### src/rtl/audio_pwm_out_if.sv
// -----------------------------------------------------------------------------
// audio_pwm_out_if
// Purpose : sample stream into the PWM audio DAC (valid/ready handshake).
//           A transfer happens on a rising clk edge where in_valid && in_ready.
// Signals : in_data  [NUM_CH*WIDTH] signed samples, channel k at [k*WIDTH +: WIDTH]
//           in_valid                source has a sample on in_data
//           in_ready                sink holding buffer is empty
// Modports: master = sample source, slave = audio_pwm_out
// -----------------------------------------------------------------------------
interface audio_pwm_out_if #(
   parameter int WIDTH  = 8,
   parameter int NUM_CH = 2
);
   logic [NUM_CH*WIDTH-1:0] in_data;
   logic                    in_valid;
   logic                    in_ready;

   modport master (output in_data, output in_valid, input  in_ready);
   modport slave  (input  in_data, input  in_valid, output in_ready);
endinterface

### src/rtl/audio_pwm_out.sv
// -----------------------------------------------------------------------------
// audio_pwm_out
// Purpose : multi-channel PWM audio DAC. Each channel drives one PWM pin whose
//           duty follows a signed sample. Samples arrive on a valid/ready stream
//           into a one-entry holding buffer and are moved into the active duty
//           registers only on a PWM period boundary, so no period is ever cut.
// Params  : WIDTH    sample/counter width, period = 2**WIDTH ticks
//           NUM_CH   number of channels / PWM pins
//           PRESCALE clk cycles per counter tick (>=1)
// Ports   : clk          system clock (rising edge)
//           rst_n        asynchronous active-low reset
//           in_if        slave side of the sample stream (audio_pwm_out_if)
//           mute         load midscale (silence) at the next boundary
//           pwm_out      PWM pins, registered
//           period_start 1-cycle pulse: a new period began, duties loaded
//           underrun     1-cycle pulse: boundary reached with no pending sample
// Build   : define AUDIO_PWM_OPEN_DRAIN_EN for open-drain pins (high level is
//           released to z for an external pull-up); otherwise push-pull.
// -----------------------------------------------------------------------------
module audio_pwm_out #(
   parameter int WIDTH    = 8,
   parameter int NUM_CH   = 2,
   parameter int PRESCALE = 1
) (
   input  logic                 clk,
   input  logic                 rst_n,
   audio_pwm_out_if.slave       in_if,
   input  logic                 mute,
   output logic [NUM_CH-1:0]    pwm_out,
   output logic                 period_start,
   output logic                 underrun
);
   localparam int               PS_W     = (PRESCALE > 1) ? $clog2(PRESCALE) : 1;
   localparam logic [PS_W-1:0]  PS_LAST  = PS_W'(PRESCALE - 1);
   localparam logic [WIDTH-1:0] MIDSCALE = {1'b1, {(WIDTH-1){1'b0}}};

   logic [PS_W-1:0]          r_prescale;
   logic [WIDTH-1:0]         r_count;
   logic [NUM_CH*WIDTH-1:0]  r_pending;
   logic                     r_pend_full;
   logic                     r_in_ready;
   logic                     r_period_start;
   logic                     r_underrun;

   logic                     w_tick;
   logic                     w_boundary;
   logic                     w_accept;

   assign w_tick     = (r_prescale == PS_LAST);
   assign w_boundary = w_tick && (r_count == {WIDTH{1'b1}});
   // in_ready is the registered inverse of pending-full, so accept and
   // boundary-consume can never hit the same cycle with pending full.
   assign w_accept   = in_if.in_valid && r_in_ready;

   always_ff @(posedge clk or negedge rst_n) begin
      if (!rst_n) begin
         r_prescale     <= '0;
         r_count        <= '0;
         r_pending      <= '0;
         r_pend_full    <= 1'b0;
         r_in_ready     <= 1'b1;
         r_period_start <= 1'b0;
         r_underrun     <= 1'b0;
      end else begin
         r_prescale <= w_tick ? '0 : r_prescale + 1'b1;
         if (w_tick) begin
            r_count <= r_count + 1'b1;
         end

         r_period_start <= w_boundary;
         // Muted boundaries are intentional silence, not starvation.
         r_underrun     <= w_boundary && !mute && !r_pend_full;

         if (w_accept) begin
            // A sample taken on an empty boundary waits for the next one.
            r_pending   <= in_if.in_data;
            r_pend_full <= 1'b1;
            r_in_ready  <= 1'b0;
         end else if (w_boundary && r_pend_full) begin
            // Consumed by the boundary, whether loaded or discarded by mute.
            r_pend_full <= 1'b0;
            r_in_ready  <= 1'b1;
         end
      end
   end

   genvar gi;
   generate
      for (gi = 0; gi < NUM_CH; gi++) begin : g_ch
         logic [WIDTH-1:0] w_sample;
         logic [WIDTH-1:0] w_duty;
         logic [WIDTH-1:0] r_active;
         logic             r_pwm_hi;

         assign w_sample = r_pending[gi*WIDTH +: WIDTH];
         // Two's complement to offset binary: flip the sign bit.
         assign w_duty   = {~w_sample[WIDTH-1], w_sample[WIDTH-2:0]};

         always_ff @(posedge clk or negedge rst_n) begin
            if (!rst_n) begin
               r_active <= MIDSCALE;
               r_pwm_hi <= 1'b0;
            end else begin
               if (w_boundary) begin
                  if (mute) begin
                     r_active <= MIDSCALE;
                  end else if (r_pend_full) begin
                     r_active <= w_duty;
                  end
               end
               // Strict compare: duty 2**WIDTH-1 stays high all but one tick.
               r_pwm_hi <= (r_count < r_active);
            end
         end

`ifdef AUDIO_PWM_OPEN_DRAIN_EN
         assign pwm_out[gi] = r_pwm_hi ? 1'bz : 1'b0;
`else
         assign pwm_out[gi] = r_pwm_hi;
`endif
      end
   endgenerate

   assign in_if.in_ready = r_in_ready;
   assign period_start   = r_period_start;
   assign underrun       = r_underrun;
endmodule

### src/flat_wrapper.sv
// flat-port wrapper written by rule: the top's interface ports become plain ports
module audio_pwm_out_flat 
#(
   parameter int WIDTH    = 8,
   parameter int NUM_CH   = 2,
   parameter int PRESCALE = 1
)
  (clk, rst_n, mute, pwm_out, period_start, underrun, in_if_in_data, in_if_in_valid, in_if_in_ready);
  audio_pwm_out_if #(.WIDTH(WIDTH), .NUM_CH(NUM_CH)) in_if_i ();
  input  logic clk;
  input  logic rst_n;
  input  logic mute;
  output logic [NUM_CH-1:0] pwm_out;
  output logic period_start;
  output logic underrun;
  input wire logic [$bits(in_if_i.in_data)-1:0] in_if_in_data;
  input wire logic [$bits(in_if_i.in_valid)-1:0] in_if_in_valid;
  output wire logic [$bits(in_if_i.in_ready)-1:0] in_if_in_ready;
  assign in_if_i.in_data = in_if_in_data;
  assign in_if_i.in_valid = in_if_in_valid;
  assign in_if_in_ready = in_if_i.in_ready;
  audio_pwm_out #(.WIDTH(WIDTH), .NUM_CH(NUM_CH), .PRESCALE(PRESCALE)) u_core (.clk(clk), .rst_n(rst_n), .in_if(in_if_i), .mute(mute), .pwm_out(pwm_out), .period_start(period_start), .underrun(underrun));
endmodule
### config.mk
export PLATFORM = sky130hd
export DESIGN_NAME = audio_pwm_out_flat
export DESIGN_NICKNAME = d
export VERILOG_FILES = /design/src/rtl/audio_pwm_out_if.sv /design/src/rtl/audio_pwm_out.sv /design/src/flat_wrapper.sv
export SDC_FILE = /design/constraint.sdc
export NUM_CORES = 1
export LEC_CHECK = 0
export BUFFER_PORTS_ARGS = -buffer_cell sky130_fd_sc_hd__buf_4
export CAP_MARGIN = 40
export CORE_MARGIN = 5
export CORE_UTILIZATION = 61
export CTS_CLUSTER_DIAMETER = 200
export DETAILED_ROUTE_END_ITERATION = 7
export PLACE_DENSITY = 0.84
export SKIP_LAST_GASP = 1
export SYNTH_ARGS = -nofsm -noshare
export SYNTH_HDL_FRONTEND = slang
export SYNTH_SLANG_ARGS = --single-unit
### constraint.sdc
create_clock -name clk -period 3 [get_ports clk]
set_clock_uncertainty 0.15 [all_clocks]
set_input_delay 0.15 -clock clk [delete_from_list [all_inputs] [get_ports clk]]
set_output_delay 0.15 -clock clk [all_outputs]
set_load 0.1 [all_outputs]
==> metrics.yaml <==
placed_design:
  gp_congestion: 0.910
  io_buffers: 24
  dpl.hpwl_um: 3160
worst_hold_path:
  holdCritPathClass: "in2async"
cts:
  h-tree-depth: 2
  cts_tree: "yes"
  cts_buffers: 5
  clock_sinks: 46
  hold_buffers: 19
  cts_root_buffer: "clkbuf_4"
  post-cts-setup-buffers: 0
  clockBufferDepth: 2
  clkTransAtPathRegs_ps: 130
  clk_latency_ps: 350
  post_cts_resized: 0
timing:
  fin_tns_setup_ps: 0
  finalCriticalPeriod_ps: 2130
  whs_ps: 161
  rsz0062_at_grt: "false"
  finalHoldViolCount: 0
  worst_slew_pin_slew_ps: 674
  fmax_mhz: 469
  fin_crit_sh: 0.711
  setup_violations: 0
  slew_headroom: 0.549
  report.final.slew_viol_count: 0
finish:
  drive_gt1_frac: 0.228
  syn_to_final_growth_pct: 20.4
  final_cell_mix: "43 x dfrtp_1, 24 x buf_4, 19 x dlygate4sd3_1"
  fillers: 214
  nets: 262
  final_common_cell: "dfrtp_1"
  diodes: 0
grt:
  grt_max_degree: 47
  grt_pass1_wl_um: 7510
  grt_antenna_before_repair: 0
  grt.total_usage: 0.197
  grt_pass1_vias: 1623
  grt.overflow.total: 0
synth:
  synth_fp_nets: 223
  avgSynthCellArea_um2: 11.5
  ys_seq_area_frac: 0.536
  synth_ff_type: "dfrtp_1"
  yosysWarningCount: 0
  synth_seq_cells: 46
  ys_async_sr_fraction: 1.00
  synth_edf_count: 0
  synth_cells: 188
  ys_types: 28
  synth_area_um2: 2150
floorplanning:
  die-area_um2: 4820
  core_um2: 3390
  io-pin-count: 25
  chipWidth_um: 69.4
  rows: 21
  start_util: 0.636
  die_y_um: 69.4
worst_setup_path:
  critical_path_class: "reg2reg"
  critPathLaunchType: "flip-flop"
  slowest_delay_ps: 590
  critPathArrivalTime_ps: 2230
  cpMaxStageDelayCell: "or3_1"
  worstSetupEndpointType: "flip-flop"
  path_max_fanout: 13
  crit_chain: "ha_1 -> nand3_1 -> or3_1 -> a22o_1"
  required_ps: 3090
detailed_routing:
  vias: 1554
  wl_per_cell_um: 15.7
  viasPerCell: 5.67
  drc_errors: 0
  dr.pass1.iters: 4
  antenna_left: 0
  routed_wl_um: 4310
  drtIter0Drc: 82
flow_run:
  max_cap_viol_count: 0
pwr:
  vdd_drop_max_mv: 0.415
  leakagePower_nw: 1.21
  powerDensity_nw_per_um2: 412
status:
  status: "complete, no violations"
[flip-flops by register name, summed over array words and instances, names as in the netlist]
signal,count
u_core.r_pending,16
u_core.in_if.in_ready,1
u_core.g_ch.r_pwm_hi,2
u_core.underrun,1
u_core.period_start,1
u_core.r_pend_full,1
u_core.g_ch.r_active,16
u_core.r_count,8
[per-stage QoR]
stage | utilization | instance area (um^2) | worst slack [ps] | power (W) | std cells
3_3_place_gp | 0.691 | 2340 | 1000 | 0.000759 | 247
2_1_floorplan | - | 2150 | 1060 | 0.000719 | 188
3_5_place_dp | 0.691 | 2340 | 872 | 0.000765 | 247
6_report | 0.766 | 2590 | 868 | 0.00107 | 274
4_1_cts | 0.766 | 2590 | 865 | 0.00108 | 274
5_1_grt | 0.766 | 2590 | 748 | 0.00112 | 274
[worst paths after layout]
check                      depth (start not counted)                          to           startpoint  slack, ps
min in group clk                                   1  u_core.g_ch[0].r_active[7]  u_core.r_pending[7]        310
setup / recovery                                   4  u_core.g_ch[0].r_active[4]    u_core.r_count[0]        870
hold reg to reg                                    1  u_core.g_ch[0].r_active[7]  u_core.r_pending[7]        310
max in group asynchronous                          2  u_core.g_ch[0].r_active[7]                rst_n       2160
setup reg to reg                                   4  u_core.g_ch[0].r_active[4]    u_core.r_count[0]        870
hold / removal                                     2         u_core.period_start                rst_n        160
[cells by family (layout without fill, tap and decap cells)]
| family | Yosys count | after routing | synth area share |
|---|---|---|---|
| buffers and inverters | 27 | 67 | 0.0517 |
| muxes | 17 | 17 | 0.0883 |
| adders and majority gates | 15 | 15 | 0.0871 |
| xor gates and xnor gates | 6 | 6 | 0.0244 |
| and+or+nand+nor | 38 | 38 | 0.0981 |
| DFF | 46 | 46 | 0.536 |
| AOI/OAI and AO/OA | 39 | 39 | 0.114 |
[layout make-up]
type,instances,area (um^2),share of cell area
Clock buffer,6,51.3,0.0198
Clock inverter,2,12.5,0.00482
Inverter,16,60.1,0.0231
Multi-Input combinational cell,115,888,0.342
Sequential cell,46,1150,0.445
Tap cell,46,57.6,0.0222
Timing Repair Buffer,43,370,0.143
[cell usage after synthesis (2+ instances only)]
library cell | instances | area (um^2)
o31ai_1 | 9 | 67.6
nand3_1 | 4 | 20.0
inv_1 | 16 | 60.1
and3_1 | 5 | 31.3
nor3_1 | 2 | 10.0
a21oi_1 | 6 | 30.0
dfrtp_1 | 43 | 1080
ha_1 | 15 | 188
mux2_2 | 16 | 180
buf_4 | 2 | 15.0
nand2_1 | 5 | 18.8
buf_2 | 2 | 10.0
o21ai_0 | 16 | 80.1
a22o_1 | 5 | 43.8
nor2_1 | 7 | 26.3
xor2_1 | 3 | 26.3
dfstp_2 | 3 | 78.8
xnor2_1 | 3 | 26.3
clkbuf_1 | 7 | 26.3
nor3b_1 | 2 | 15.0
nand4_1 | 10 | 62.6
[worst max-delay path, delay by kind of cell, from the launching register on]
family	cells	cell delay, ps
adder cells (fa/ha/maj)	1	220
AO/OA/AOI/OAI	1	280
AND/OR/NAND/NOR	2	950
flip-flops	1	440
[metal layers]
metal  global-route usage  routed length [um]
met1                0.234                1820
met2                0.349                2240
met3               0.0420                 170
met4               0.0716                  85
met5                    0                   0
[where the power goes]
part / switching, W / internal, W
combinational: 0.0000432 / 0.0000581
clock: 0.000183 / 0.000113
sequential: 0.0000189 / 0.000652
(Power assumes the default switching activity.)
